`src/rtl/serial_alu_seq.sv`:
```
// rtl/serial_alu_seq.sv - bit-serial sequencer driving a 1-bit ALU slice
//
// Presents one operand bit pair per cycle (LSB first) to an external 1-bit
// ALU slice. The registered carry is fed back as CarryIn. The slice result
// bits are collected into a WIDTH-bit word. Completion is reported with
// carry-out, signed-overflow and zero flags.
//
// Ports:
//   clk, rst_n            clock, synchronous active-low reset
//   start                 request, accepted when busy=0 (IDLE or DONE)
//   a_in, b_in            operands, sampled on the accepting edge
//   op_in, sub_in         00=AND 01=OR 10/11=ADD; sub_in selects SUB for ADD
//   alu_a, alu_b, alu_cin, alu_binvert, alu_op
//                         drive to the slice, all 0 outside RUN
//   alu_result, alu_cout  combinational slice outputs, sampled in the same cycle
//   busy, done            in progress / one-cycle completion pulse
//   result, cout, ovf, zero
//                         completed word and flags, held until next completion

module serial_alu_seq #(
    parameter int WIDTH = 8
) (
    input  logic             clk,
    input  logic             rst_n,
    input  logic             start,
    input  logic [WIDTH-1:0] a_in,
    input  logic [WIDTH-1:0] b_in,
    input  logic [1:0]       op_in,
    input  logic             sub_in,
    output logic             alu_a,
    output logic             alu_b,
    output logic             alu_cin,
    output logic             alu_binvert,
    output logic [1:0]       alu_op,
    input  logic             alu_result,
    input  logic             alu_cout,
    output logic             busy,
    output logic             done,
    output logic [WIDTH-1:0] result,
    output logic             cout,
    output logic             ovf,
    output logic             zero
);

    localparam int CW = $clog2(WIDTH);
    localparam logic [CW-1:0] LAST_BIT = CW'(WIDTH - 1);

    typedef enum logic [1:0] {
        S_IDLE = 2'd0,
        S_RUN  = 2'd1,
        S_DONE = 2'd2
    } state_t;

    state_t           state_q;
    logic [WIDTH-1:0] a_q;
    logic [WIDTH-1:0] b_q;
    logic [1:0]       op_q;
    logic             sub_q;
    logic             carry_q;
    logic [CW-1:0]    cnt_q;
    logic [WIDTH-1:0] res_sh_q;
    logic [WIDTH-1:0] result_q;
    logic             cout_q;
    logic             ovf_q;
    logic             zero_q;

    logic             run_d;
    logic             arith_d;
    logic             last_d;
    logic [WIDTH-1:0] res_sh_d;

    assign run_d    = (state_q == S_RUN);
    assign arith_d  = op_q[1];
    assign last_d   = (cnt_q == LAST_BIT);
    // Result bits arrive LSB first, so they enter at the MSB and shift right;
    // after WIDTH shifts the first bit has reached bit 0.
    assign res_sh_d = {alu_result, res_sh_q[WIDTH-1:1]};

    // Slice drive is gated so the slice sees a quiet zero input outside RUN.
    assign alu_a       = run_d & a_q[0];
    assign alu_b       = run_d & b_q[0];
    assign alu_cin     = run_d & carry_q;
    assign alu_binvert = run_d & sub_q;
    assign alu_op      = run_d ? op_q : 2'b00;

    assign busy   = run_d;
    assign done   = (state_q == S_DONE);
    assign result = result_q;
    assign cout   = cout_q;
    assign ovf    = ovf_q;
    assign zero   = zero_q;

    always_ff @(posedge clk) begin
        if (!rst_n) begin
            state_q  <= S_IDLE;
            a_q      <= '0;
            b_q      <= '0;
            op_q     <= 2'b00;
            sub_q    <= 1'b0;
            carry_q  <= 1'b0;
            cnt_q    <= '0;
            res_sh_q <= '0;
            result_q <= '0;
            cout_q   <= 1'b0;
            ovf_q    <= 1'b0;
            zero_q   <= 1'b0;
        end else begin
            case (state_q)
                // DONE accepts a new start exactly like IDLE, giving
                // back-to-back operations with no idle cycle.
                S_IDLE, S_DONE: begin
                    if (start) begin
                        a_q     <= a_in;
                        b_q     <= b_in;
                        op_q    <= op_in[1] ? 2'b10 : op_in;
                        sub_q   <= sub_in & op_in[1];
                        // SUB = A + ~B + 1: the +1 is the initial carry.
                        carry_q <= sub_in & op_in[1];
                        cnt_q   <= '0;
                        state_q <= S_RUN;
                    end else begin
                        state_q <= S_IDLE;
                    end
                end
                S_RUN: begin
                    res_sh_q <= res_sh_d;
                    a_q      <= a_q >> 1;
                    b_q      <= b_q >> 1;
                    carry_q  <= arith_d & alu_cout;
                    cnt_q    <= cnt_q + 1'b1;
                    if (last_d) begin
                        result_q <= res_sh_d;
                        zero_q   <= (res_sh_d == '0);
                        cout_q   <= arith_d & alu_cout;
                        // Signed overflow: carry into MSB differs from carry out.
                        ovf_q    <= arith_d & (carry_q ^ alu_cout);
                        state_q  <= S_DONE;
                    end
                end
                default: state_q <= S_IDLE;
            endcase
        end
    end

endmodule

```
`config.mk`:
```
export PLATFORM = sky130hd
export DESIGN_NAME = serial_alu_seq
export DESIGN_NICKNAME = d
export VERILOG_FILES = /design/src/rtl/serial_alu_seq.sv
export SDC_FILE = /design/constraint.sdc
export NUM_CORES = 1
export LEC_CHECK = 0
export ABC_AREA = 1
export CORE_ASPECT_RATIO = 0.5
export CORE_MARGIN = 3
export CORE_UTILIZATION = 54
export CTS_CLUSTER_DIAMETER = 80
export DETAILED_ROUTE_END_ITERATION = 16
export PLACE_DENSITY = 0.87
export SYNTH_ARGS = -nofsm -noshare
export SYNTH_HDL_FRONTEND = slang
export SYNTH_SLANG_ARGS = --single-unit
```
`constraint.sdc`:
```
create_clock -name clk -period 1.98 [get_ports clk]
set_input_delay 0.396 -clock clk [delete_from_list [all_inputs] [get_ports clk]]
set_output_delay 0.396 -clock clk [all_outputs]
set_load 0.05 [all_outputs]
```
==> results.md <==
- The flow ran to the end, and the final reports show no timing, DRC or antenna violations.
- Synthesis inferred 43 register bits.
- The die covers around 4400 um^2.
- The layout cell share with drive strength beyond 1 is 9.091%.
- After technology mapping, the gate count stands at slightly below 300.
- The post-CTS clock slew at the launch and capture registers of the worst setup and hold paths is about 80 ps.
- The wire length per cell after detailed routing is 11.73 um.
- Clock tree synthesis found a total of 43 sinks.
- The total track usage is between 20% and 30%.
- The largest single stage delay on the critical path is between 300 and 400 ps.
- The leakage power is 1.208 nW.
- Sorting the synthesized cells by area gives the leading types as sky130_fd_sc_hd__dfxtp_1 (44%), sky130_fd_sc_hd__nand2_1 (11%), sky130_fd_sc_hd__nor2_1 (11%), sky130_fd_sc_hd__inv_1 (7.3%), sky130_fd_sc_hd__nand3_1 (4.6%).
- Across the run, the number of max-cap violations was 0.
- In the routed layout, each cell is associated on average with a via count of between 4 and 5.
- The cell sitting at the root of the clock tree is a sky130_fd_sc_hd__clkbuf_8.
- The total of endpoints with negative setup slack in the final report is 0.
- The sequential cell area fraction in the yosys report is a little over two fifths.
- The number of top-level pins is 43.
- The final instance count without filler cells is 378.
- The share of total power in sequential cells is 45.3%.
- The initial detailed-routing violation count is between 90 and 100.
- The clock network latency to the later pin of the worst-skew pair is roughly 300 ps.
- The via count is around 1800.
- The largest fanout on the critical path is 16.
- Measured against its own limit, the worst slew margin works out to 66.38%.
- The worst path needs around 1900 ps of the cycle, external delays included.
- The standard cell core area is around 3200 um^2.
- The top flip-flop cell by instance count after synthesis is sky130_fd_sc_hd__dfxtp_1.
- For this run, the number of Yosys warnings is 0.
- For this block, the routed nets add up to 4434 um of wire.
- The worst setup path is captured at an output port.
- The number of different library cells used by synthesis comes to 24.
- Summing every instance area after synthesis gives 1959 um^2.
- The area growth from synthesis to layout is 32.38%.
- At the end of routability-driven placement, the weighted congestion stood at roughly 0.85.
- The number of clock buffers inserted by TritonCTS is 5.
- The critical path startpoint category is a register.
- The number of nets handed over by synthesis was around 320.
- The horizontal extent of the die is a little over 90 um.
- Dividing total power by cell area gives a power density of around 800 nW/um^2.
- For this run the aggregate overflow at the end of global routing stands at 0.
- The worst path arrival time is 1470 ps.
- The largest individual stage delay along the critical path comes from the cell sky130_fd_sc_hd__dfxtp_1.
- The commonest cells after synthesis are sky130_fd_sc_hd__nand2_1 (59), sky130_fd_sc_hd__nor2_1 (55), sky130_fd_sc_hd__dfxtp_1 (43).
- The HPWL after detailed placement is approximately 3000 um.
- The most frequent cell after synthesis is sky130_fd_sc_hd__nand2_1.
- The overall power of the completed layout is 2.088 mW.
- The H-tree generated during clock tree synthesis spans 2 levels.
- Dividing the synthesized area by the synthesized cell count gives between 6 and 7 um^2.
- The min-delay analysis places its worst path in the category register to register.
- The final setup TNS is 0 ps.
- The overall die height is between 40 and 50 um.
- The internal portion of the total power is 1.568 mW.
- The number of diodes is 0.
- The total of buffers placed on input and output ports is 42.
- The longest clock path from root to sink contains 2 buffers.
- TritonCTS built the clock tree.
- The instance count after placement with tap cells included is 370.
- Setup repair after global routing left no endpoint under its margin.
- After the last flow step, the layout net total stands at 355.
- The class of the most critical setup path is register to output port.
- The cell type contributing the most total cell area after synthesis is sky130_fd_sc_hd__dfxtp_1.
- Counting flops with an async set or reset pin after synthesis yields a share of 0%.
- The part of the total power dissipated in the clock network is a little under two fifths.
- The combinational cell fraction of total power is 16.2%.
- The via count of the first global-routing pass was roughly 1700.
- For the pin with the worst max-slew slack, the measured transition is around 500 ps.
- The count of flip-flops with a built-in enable after synthesis is 0.
- For this run, the top clock speed supported by timing is between 500 and 600 MHz.
- The number of antenna violations at the first check in global routing is 0.
- The number of detailed-route iterations in the first pass is 4.
- The worst path meets setup with about 110 ps of slack.
- In this run, post-CTS hold repair placed 0 buffers.
- Setup slack on the worst reg-to-reg path comes out at approximately 380 ps.
- The pin count of the biggest net entering global routing is 24.
- The largest clock skew in the final design is roughly 4.6 ps.
- Once the clock tree was built, the resizer swapped 0 gates to a different size.
- In this run switching power makes up between 20% and 30% of total power.
- The post-route clock period utilization is a little over nine tenths.
- The count of filler cells inserted in the layout is 210.
- The required time reported for the critical path endpoint is between 1500 and 2000 ps.
- The post-CTS setup repair buffer count is 0.
- The remaining routing DRC violations is 0.
- The final number of max-transition violations is 0.
- After synthesis, the largest area contributor takes up a little over two fifths of total cell area.
- The post-placement worst setup slack is 236.4 ps.
- The signal on the critical path passes through inv_2 > nand2_2 > nor2_1 > buf_12.
- The number of hold violations in the final report is 0.
- The first global-routing pass estimated roughly 7500 um of wire.
- The final antenna-violating net count is 0.
- Once the floorplan was initialized, standard cells occupied between 60% and 70% of the core.
- The analysis attributes to net switching a power of approximately 0.52 mW.
- The maximum vdd drop is 0.5679 mV.
- The count of standard-cell rows is 14.
per-stage QoR:
stage	util (%)	area (um^2)	hold slack [ps]
2_1_floorplan	-	1959	429.1
3_5_place_dp	76.36	2461	449.3
3_3_place_gp	76.36	2461	453.1
5_1_grt	80.47	2594	488.5
6_report	80.47	2594	464.9
4_1_cts	80.47	2594	465.5
kinds of logic (layout without fill, tap and decap cells):
family                   after synthesis  in the layout  synth area share (%)
adder cells (fa/ha/maj)                2              2                 1.277
flip-flops                            43             43                 43.93
buffers and inverters                 57             98                 12.84
AND/OR/NAND/NOR                      155            155                 33.53
AO/OA/AOI/OAI                         32             32                 8.429
routing by layer:
metal  vias to the layer above  track usage, %  share of wire (%)  wire (um)
met4                         0           9.500                1.2         51
met5                         -               0                  0          0
li1                        966               -                  -          -
met3                         6           7.585                6.8        303
met1                       812           25.71                 44       1953
met2                        62           33.50                 48       2125
critical path, delay by kind of cell (launching register included):
kind	cells	cell delay (ps)
buffers and inverters	2	400
DFF	1	350
and+or+nand+nor	2	430
final cells by class:
| class | instances | area, um^2 | area share [%] |
|---|---|---|---|
| inverter | 42 | 160.2 | 6.175 |
| multi-input combinational | 189 | 847.1 | 32.66 |
| clock buffer | 6 | 72.57 | 2.798 |
| timing repair buffer | 48 | 533.0 | 20.55 |
| tap | 48 | 60.06 | 2.315 |
| clock inverter | 2 | 60.06 | 2.315 |
| sequential | 43 | 860.8 | 33.19 |
placed cells by master, fill, tap and decap left out:
master,netlist,final
sky130_fd_sc_hd__a21oi_1,13,13
sky130_fd_sc_hd__buf_4,1,7
sky130_fd_sc_hd__clkinv_1,1,1
sky130_fd_sc_hd__nand2_2,3,3
sky130_fd_sc_hd__o21bai_1,1,1
sky130_fd_sc_hd__clkdlybuf4s50_1,0,34
sky130_fd_sc_hd__a211oi_1,1,1
sky130_fd_sc_hd__or2_2,1,1
sky130_fd_sc_hd__buf_12,0,7
sky130_fd_sc_hd__ha_1,2,2
sky130_fd_sc_hd__nand3b_1,2,2
sky130_fd_sc_hd__o21ai_0,16,16
sky130_fd_sc_hd__nor2_1,55,55
sky130_fd_sc_hd__dfxtp_1,43,43
sky130_fd_sc_hd__o21ai_1,1,1
sky130_fd_sc_hd__clkbuf_8,0,5
sky130_fd_sc_hd__nand2_1,59,59
sky130_fd_sc_hd__bufinv_16,0,2
sky130_fd_sc_hd__nand3_1,18,18
sky130_fd_sc_hd__nor2_4,2,2
sky130_fd_sc_hd__nor3_1,14,14
sky130_fd_sc_hd__inv_4,1,1
sky130_fd_sc_hd__inv_1,38,38
sky130_fd_sc_hd__clkbuf_1,4,1
sky130_fd_sc_hd__inv_2,2,2
sky130_fd_sc_hd__nand4_1,1,1
flip-flops by register name, summed over array words and instances, names as in the netlist:
signal	cells
a_q	8
b_q	8
carry_q	1
cnt_q	3
cout	1
op_q	2
ovf	1
res_sh_q	7
result	8
state_q	2
sub_q	1
zero	1
power groups by stage:
| stage | clock, mW | combinational [mW] | sequential (mW) |
|---|---|---|---|
| 2_1_floorplan | 0 | 0.232 | 0.957 |
| 3_3_place_gp | 0 | 0.328 | 0.963 |
| 3_5_place_dp | 0 | 0.336 | 0.966 |
| 4_1_cts | 0.811 | 0.340 | 0.946 |
| 5_1_grt | 0.859 | 0.379 | 0.952 |
| 6_report | 0.802 | 0.339 | 0.946 |
final timing paths:
kind	start	endpoint	cells past startpoint
worst max-delay path	state_q[1]$_SDFFE_PN0P_	alu_binvert	4
worst min-delay path	cnt_q[0]$_SDFFE_PN0P_	cnt_q[0]$_SDFFE_PN0P_	1
worst max register to register	state_q[1]$_SDFFE_PN0P_	b_q[5]$_SDFFE_PN0P_	8
worst min register to register	cnt_q[0]$_SDFFE_PN0P_	cnt_q[0]$_SDFFE_PN0P_	1
Note: power is estimated with default switching activity, not from simulation.
